## config.mk

```make
export PLATFORM = sky130hd
export DESIGN_NAME = uart_rx
export DESIGN_NICKNAME = d
export VERILOG_FILES = /design/src/rtl/uart_rx.sv
export SDC_FILE = /design/constraint.sdc
export NUM_CORES = 1
export LEC_CHECK = 0
export BUFFER_PORTS_ARGS = -buffer_cell sky130_fd_sc_hd__clkbuf_2
export CAP_MARGIN = 30
export CORE_MARGIN = 2
export CORE_UTILIZATION = 52
export CTS_CLUSTER_DIAMETER = 80
export DETAILED_ROUTE_END_ITERATION = 6
export PLACE_DENSITY = 0.73
export SETUP_SLACK_MARGIN = 0.05
export SLEW_MARGIN = 5
export SYNTH_ARGS = -nofsm -noshare
export SYNTH_HDL_FRONTEND = slang
export SYNTH_SLANG_ARGS = --single-unit
```

## constraint.sdc

```tcl
create_clock -name clk -period 1.7 [get_ports clk]
set_clock_uncertainty 0.05 [all_clocks]
set_input_delay 0.255 -clock clk [delete_from_list [all_inputs] [get_ports clk]]
set_output_delay 0.255 -clock clk [all_outputs]
set_load 0.02 [all_outputs]
```

## src/rtl/uart_rx.sv

```systemverilog
// 8N1 UART receiver: two-flop input synchroniser, mid-bit sampling from a baud counter,
// registered byte output with one-cycle rcv / ferr strobes.
module uart_rx #(
  parameter int BAUD = 434
) (
  input  logic       clk,
  input  logic       rst,
  input  logic       rx,
  output logic [7:0] data,
  output logic       rcv,
  output logic       ferr,
  output logic       busy
);

  localparam int HALF = BAUD / 2;
  localparam int CW   = $clog2(BAUD);

  localparam logic [CW-1:0] HALF_M1 = CW'(HALF - 1);
  localparam logic [CW-1:0] BAUD_M1 = CW'(BAUD - 1);
  localparam logic [CW-1:0] CNT_ONE = CW'(1);

  typedef enum logic [2:0] {
    IDLE,
    START,
    DATA,
    STOP,
    WAITHI
  } state_t;

  state_t        state_q, state_d;
  logic          sync1_q;
  logic          rx_s_q;
  logic [CW-1:0] cnt_q, cnt_d;
  logic [2:0]    bitc_q, bitc_d;
  logic [7:0]    shift_q, shift_d;
  logic [7:0]    data_q, data_d;
  logic          rcv_q, rcv_d;
  logic          ferr_q, ferr_d;
  logic          busy_q, busy_d;

  always_comb begin
    state_d = state_q;
    cnt_d   = (state_q == IDLE) ? '0 : cnt_q + CNT_ONE;
    bitc_d  = bitc_q;
    shift_d = shift_q;
    data_d  = data_q;
    rcv_d   = 1'b0;
    ferr_d  = 1'b0;

    unique case (state_q)
      IDLE: begin
        if (!rx_s_q) begin
          state_d = START;
          cnt_d   = '0;
        end
      end
      // A start bit that is high again at mid-bit was only a glitch.
      START: begin
        if (cnt_q == HALF_M1) begin
          cnt_d = '0;
          if (!rx_s_q) begin
            state_d = DATA;
            bitc_d  = 3'd0;
          end else begin
            state_d = IDLE;
          end
        end
      end
      DATA: begin
        if (cnt_q == BAUD_M1) begin
          cnt_d   = '0;
          shift_d = {rx_s_q, shift_q[7:1]};
          bitc_d  = bitc_q + 3'd1;
          if (bitc_q == 3'd7) begin
            state_d = STOP;
          end
        end
      end
      STOP: begin
        if (cnt_q == BAUD_M1) begin
          cnt_d = '0;
          if (rx_s_q) begin
            data_d  = shift_q;
            rcv_d   = 1'b1;
            state_d = IDLE;
          end else begin
            ferr_d  = 1'b1;
            state_d = WAITHI;
          end
        end
      end
      // A held-low line (break) must go high before another start edge counts.
      WAITHI: begin
        if (rx_s_q) begin
          state_d = IDLE;
          cnt_d   = '0;
        end
      end
      default: begin
        state_d = IDLE;
        cnt_d   = '0;
      end
    endcase

    busy_d = (state_d != IDLE);
  end

  always_ff @(posedge clk or posedge rst) begin
    if (rst) begin
      sync1_q <= 1'b1;
      rx_s_q  <= 1'b1;
      state_q <= IDLE;
      cnt_q   <= '0;
      bitc_q  <= 3'd0;
      shift_q <= 8'h00;
      data_q  <= 8'h00;
      rcv_q   <= 1'b0;
      ferr_q  <= 1'b0;
      busy_q  <= 1'b0;
    end else begin
      sync1_q <= rx;
      rx_s_q  <= sync1_q;
      state_q <= state_d;
      cnt_q   <= cnt_d;
      bitc_q  <= bitc_d;
      shift_q <= shift_d;
      data_q  <= data_d;
      rcv_q   <= rcv_d;
      ferr_q  <= ferr_d;
      busy_q  <= busy_d;
    end
  end

  assign data = data_q;
  assign rcv  = rcv_q;
  assign ferr = ferr_q;
  assign busy = busy_q;

endmodule

```

==> reports/metrics.cfg <==
[synthesis]
ys_seq_area_share_pct=54.6
synth_xor_area_share_pct=3.71
synth_top_family_by_area=simple AND/OR/NAND/NOR gates
ys_warn_count=0
synthAdderAreaFrac_pct=3.78
syn_avg_cell_area_um2=12.7
synth.distinct_cells=37
synth-simple-area-share_pct=17.8
ys_ff_latch=36
synth_compound_area_share_pct=4.92
synth_cells=130
netlist_area_um2=1650
synth_nets=138
synth_mux_area_share_pct=12.7

[cells_and_area]
mostFrequentLayoutCell=dfrtp_1
n_antenna_cell=0
fillers=233
fin_area_um2=2050
area_growth_pct=24.0
fin_nets=173
drive_above_1_share_pct=45.2
layout_common_cells=dfrtp_1, mux2_2, clkbuf_2

[worst_setup_path]
worstPathRequired_ns=1.89
crit_cells=7
path_delay_family=simple AND/OR/NAND/NOR gates
crit_end=cnt_q[2]
r2r-start=cnt_q[1]
cpMaxStageDelayCell=dfrtp_1
start_kind=flip-flop
critPathKind=flip-flop to flip-flop
slowest_delay_ns=0.41
worst-path-buf-inv=2
arrival_ns=1.90
startpoint=cnt_q[1]
r2r_slack_ns=-0.006
end_kind=flip-flop
r2r.worst_path.cells=7
crit_chain=inv_2 -> ha_4 -> and4bb_2 -> nand4bb_4 -> a311oi_4 -> buf_6 -> nor2_2
worstReg2RegEnd=cnt_q[2]
cp_max_fo=5

[sta]
timing.fmax_mhz=586
rsz0062_at_grt=yes
tightest_slew_ns=0.361
fin_crit_sh_pct=100
hold_viol=0
slew_headroom_pct=75.6
slew_viol_final=0
setup_viol=7
post-route-min-period_ns=1.71
setup_slack_ns=-0.00553

[floorplanning]
fp.coreArea_um2=3030
io_pins=14
die_w_um=60.4
die_y_um=60.4
start_util_pct=54.6
die-area_um2=3650
rows=20

[placed_design]
gp_congestion=0.834
postPlaceCellArea_um2=1860
dp_hpwl_um=2210
pre_cts_slack_ns=-0.0193
portBuffers=13

[outcome]
violations=setup timing
status=finished, violations left

[power_and_ir_drop]
total_power_mw=1.49
p_leak_nw=0.979
pwr-share-comb_pct=1.8
power_density_nw_per_um2=724
peakVddDrop_v=0.000554
p_int_mw=1.18
pwr-share-seq_pct=58.2
swShare_pct=20.7
p_switching_mw=0.308
clkPwrFrac_pct=40.0

[drt]
drt_iter0_drc=33
first_pass_iters=4
viasPerCell=5.26
wl_per_cell_um=14.7
antenna_left=0
wl_um=3090
vias=1104
drc=0

[min_path]
hp-start=sync1_q
min_path_type=flip-flop to flip-flop

[global_route]
gr-usage-all-layers_pct=20.1
antenna_found_initial=0
grt_pass1_vias=1095
grt_overflow=0
grt_start_max_net_pins=23
grt_pass1_wl_um=5160

[cts]
numClockSinks=36
cts_tree=built
cts_buffers=5
ctsLongestPathBuffers=2
path_clk_slew_ns=0.10
htree_levels=2
root_buffer=clkbuf_4
clock_latency_ns=0.35

[job]
max_cap_violations=0

-- cell usage after synthesis (all sizes together) --
master | number | area share [%]
a311oi | 1 | 1.6
and2 | 1 | 0.53
nand4bb | 2 | 1.7
and3 | 2 | 0.76
dfrtp | 34 | 51
dfstp | 2 | 3.2
xor2 | 6 | 3.2
mux2i | 3 | 1.8
nand3 | 7 | 2.9
and3b | 1 | 0.53
inv | 8 | 1.8
or2 | 1 | 0.38
o21bai | 1 | 0.45
nor4b | 1 | 0.53
and4b | 1 | 0.61
nand4 | 3 | 1.1
and4 | 1 | 0.53
nor2 | 11 | 2.5
o2bb2ai | 1 | 0.53
and4bb | 2 | 1.5
a2111oi | 1 | 0.53
ha | 5 | 3.8
a21oi | 2 | 0.61
nand2 | 7 | 1.7
or3b | 1 | 0.53
nor3b | 2 | 1.2
xnor2 | 1 | 0.53
o21ai | 1 | 0.30
buf | 1 | 0.68
a21boi | 2 | 0.91
nor2b | 2 | 0.76
mux2 | 16 | 11
-- metrics by stage --
| step | util (%) | std cells | TNS, ns | hold slack, ns |
|---|---|---|---|---|
| floorplan | - | 130 | 0 | 0.209 |
| global placement | 61.5 | 197 | 0 | 0.204 |
| detailed placement | 61.5 | 197 | -0.0658 | 0.227 |
| CTS | 66.2 | 209 | -0.0210 | 0.315 |
| global route | 67.7 | 210 | -0.853 | 0.322 |
| finish | 67.7 | 210 | -0.0174 | 0.312 |
-- state kept, by name, summed over array words and instances, names as in the netlist --
signal   flops
rcv          1
rx_s_q       1
ferr         1
sync1_q      1
bitc_q       3
cnt_q        9
shift_q      8
data         8
state_q      3
busy         1
-- per-layer routing --
layer / GRT usage [%] / share of wire, %
met1: 26.5 / 46
met2: 31.2 / 49
met3: 6.82 / 3.1
met4: 6.98 / 1.7
met5: 0 / 0
-- cell type report --
type	count	area, µm²	area share, %
Tap cell	44	55.1	2.68
Inverter	8	30.0	1.46
Timing Repair Buffer	28	184	8.97
Clock buffer	6	41.3	2.01
Sequential cell	36	903	44.1
Multi-Input combinational cell	86	802	39.1
Clock inverter	2	35.0	1.71
-- logic make-up (layout without fill, tap and decap cells) --
kind of cell / Yosys count / count (layout)
DFF: 36 / 36
adders and majority gates: 5 / 5
xor gates and xnor gates: 7 / 7
and+or+nand+nor: 45 / 46
buffers and inverters: 9 / 44
muxes: 19 / 19
AOI/OAI and AO/OA: 9 / 9
-- worst register-to-register path: stages, from the launching register on --
cell       delay (ns)
dfrtp_1          0.41
inv_2            0.09
ha_4             0.13
and4bb_2         0.28
nand4bb_4        0.14
a311oi_4         0.27
buf_6            0.19
nor2_2           0.05
-- power groups by stage --
stage | registers (mW) | clock network (mW) | logic, mW
6_report | 0.865 | 0.594 | 0.0271
5_1_grt | 0.866 | 0.651 | 0.0320
2_1_floorplan | 0.879 | 0 | 0.0134
3_3_place_gp | 0.880 | 0 | 0.0231
4_1_cts | 0.864 | 0.608 | 0.0285
3_5_place_dp | 0.880 | 0 | 0.0248
-- timing repair --
item,CTS,global route
gates resized for setup,7,11
setup endpoints to repair,23,29
cloned,2,0
pin swaps,4,6
hold buffers,2,0
setup buffers,0,1
hold endpoints to repair,35,0
-- worst min path at each step --
stage               endpoint  depth (start not counted)  slack, ns
CTS                   rx_s_q                          0       0.31
global route          rx_s_q                          0       0.32
floorplan            sync1_q                          0       0.21
finish                rx_s_q                          0       0.31
detailed placement   data[0]                          3       0.23
global placement         rcv                          3       0.20
(Power assumes the default switching activity.)
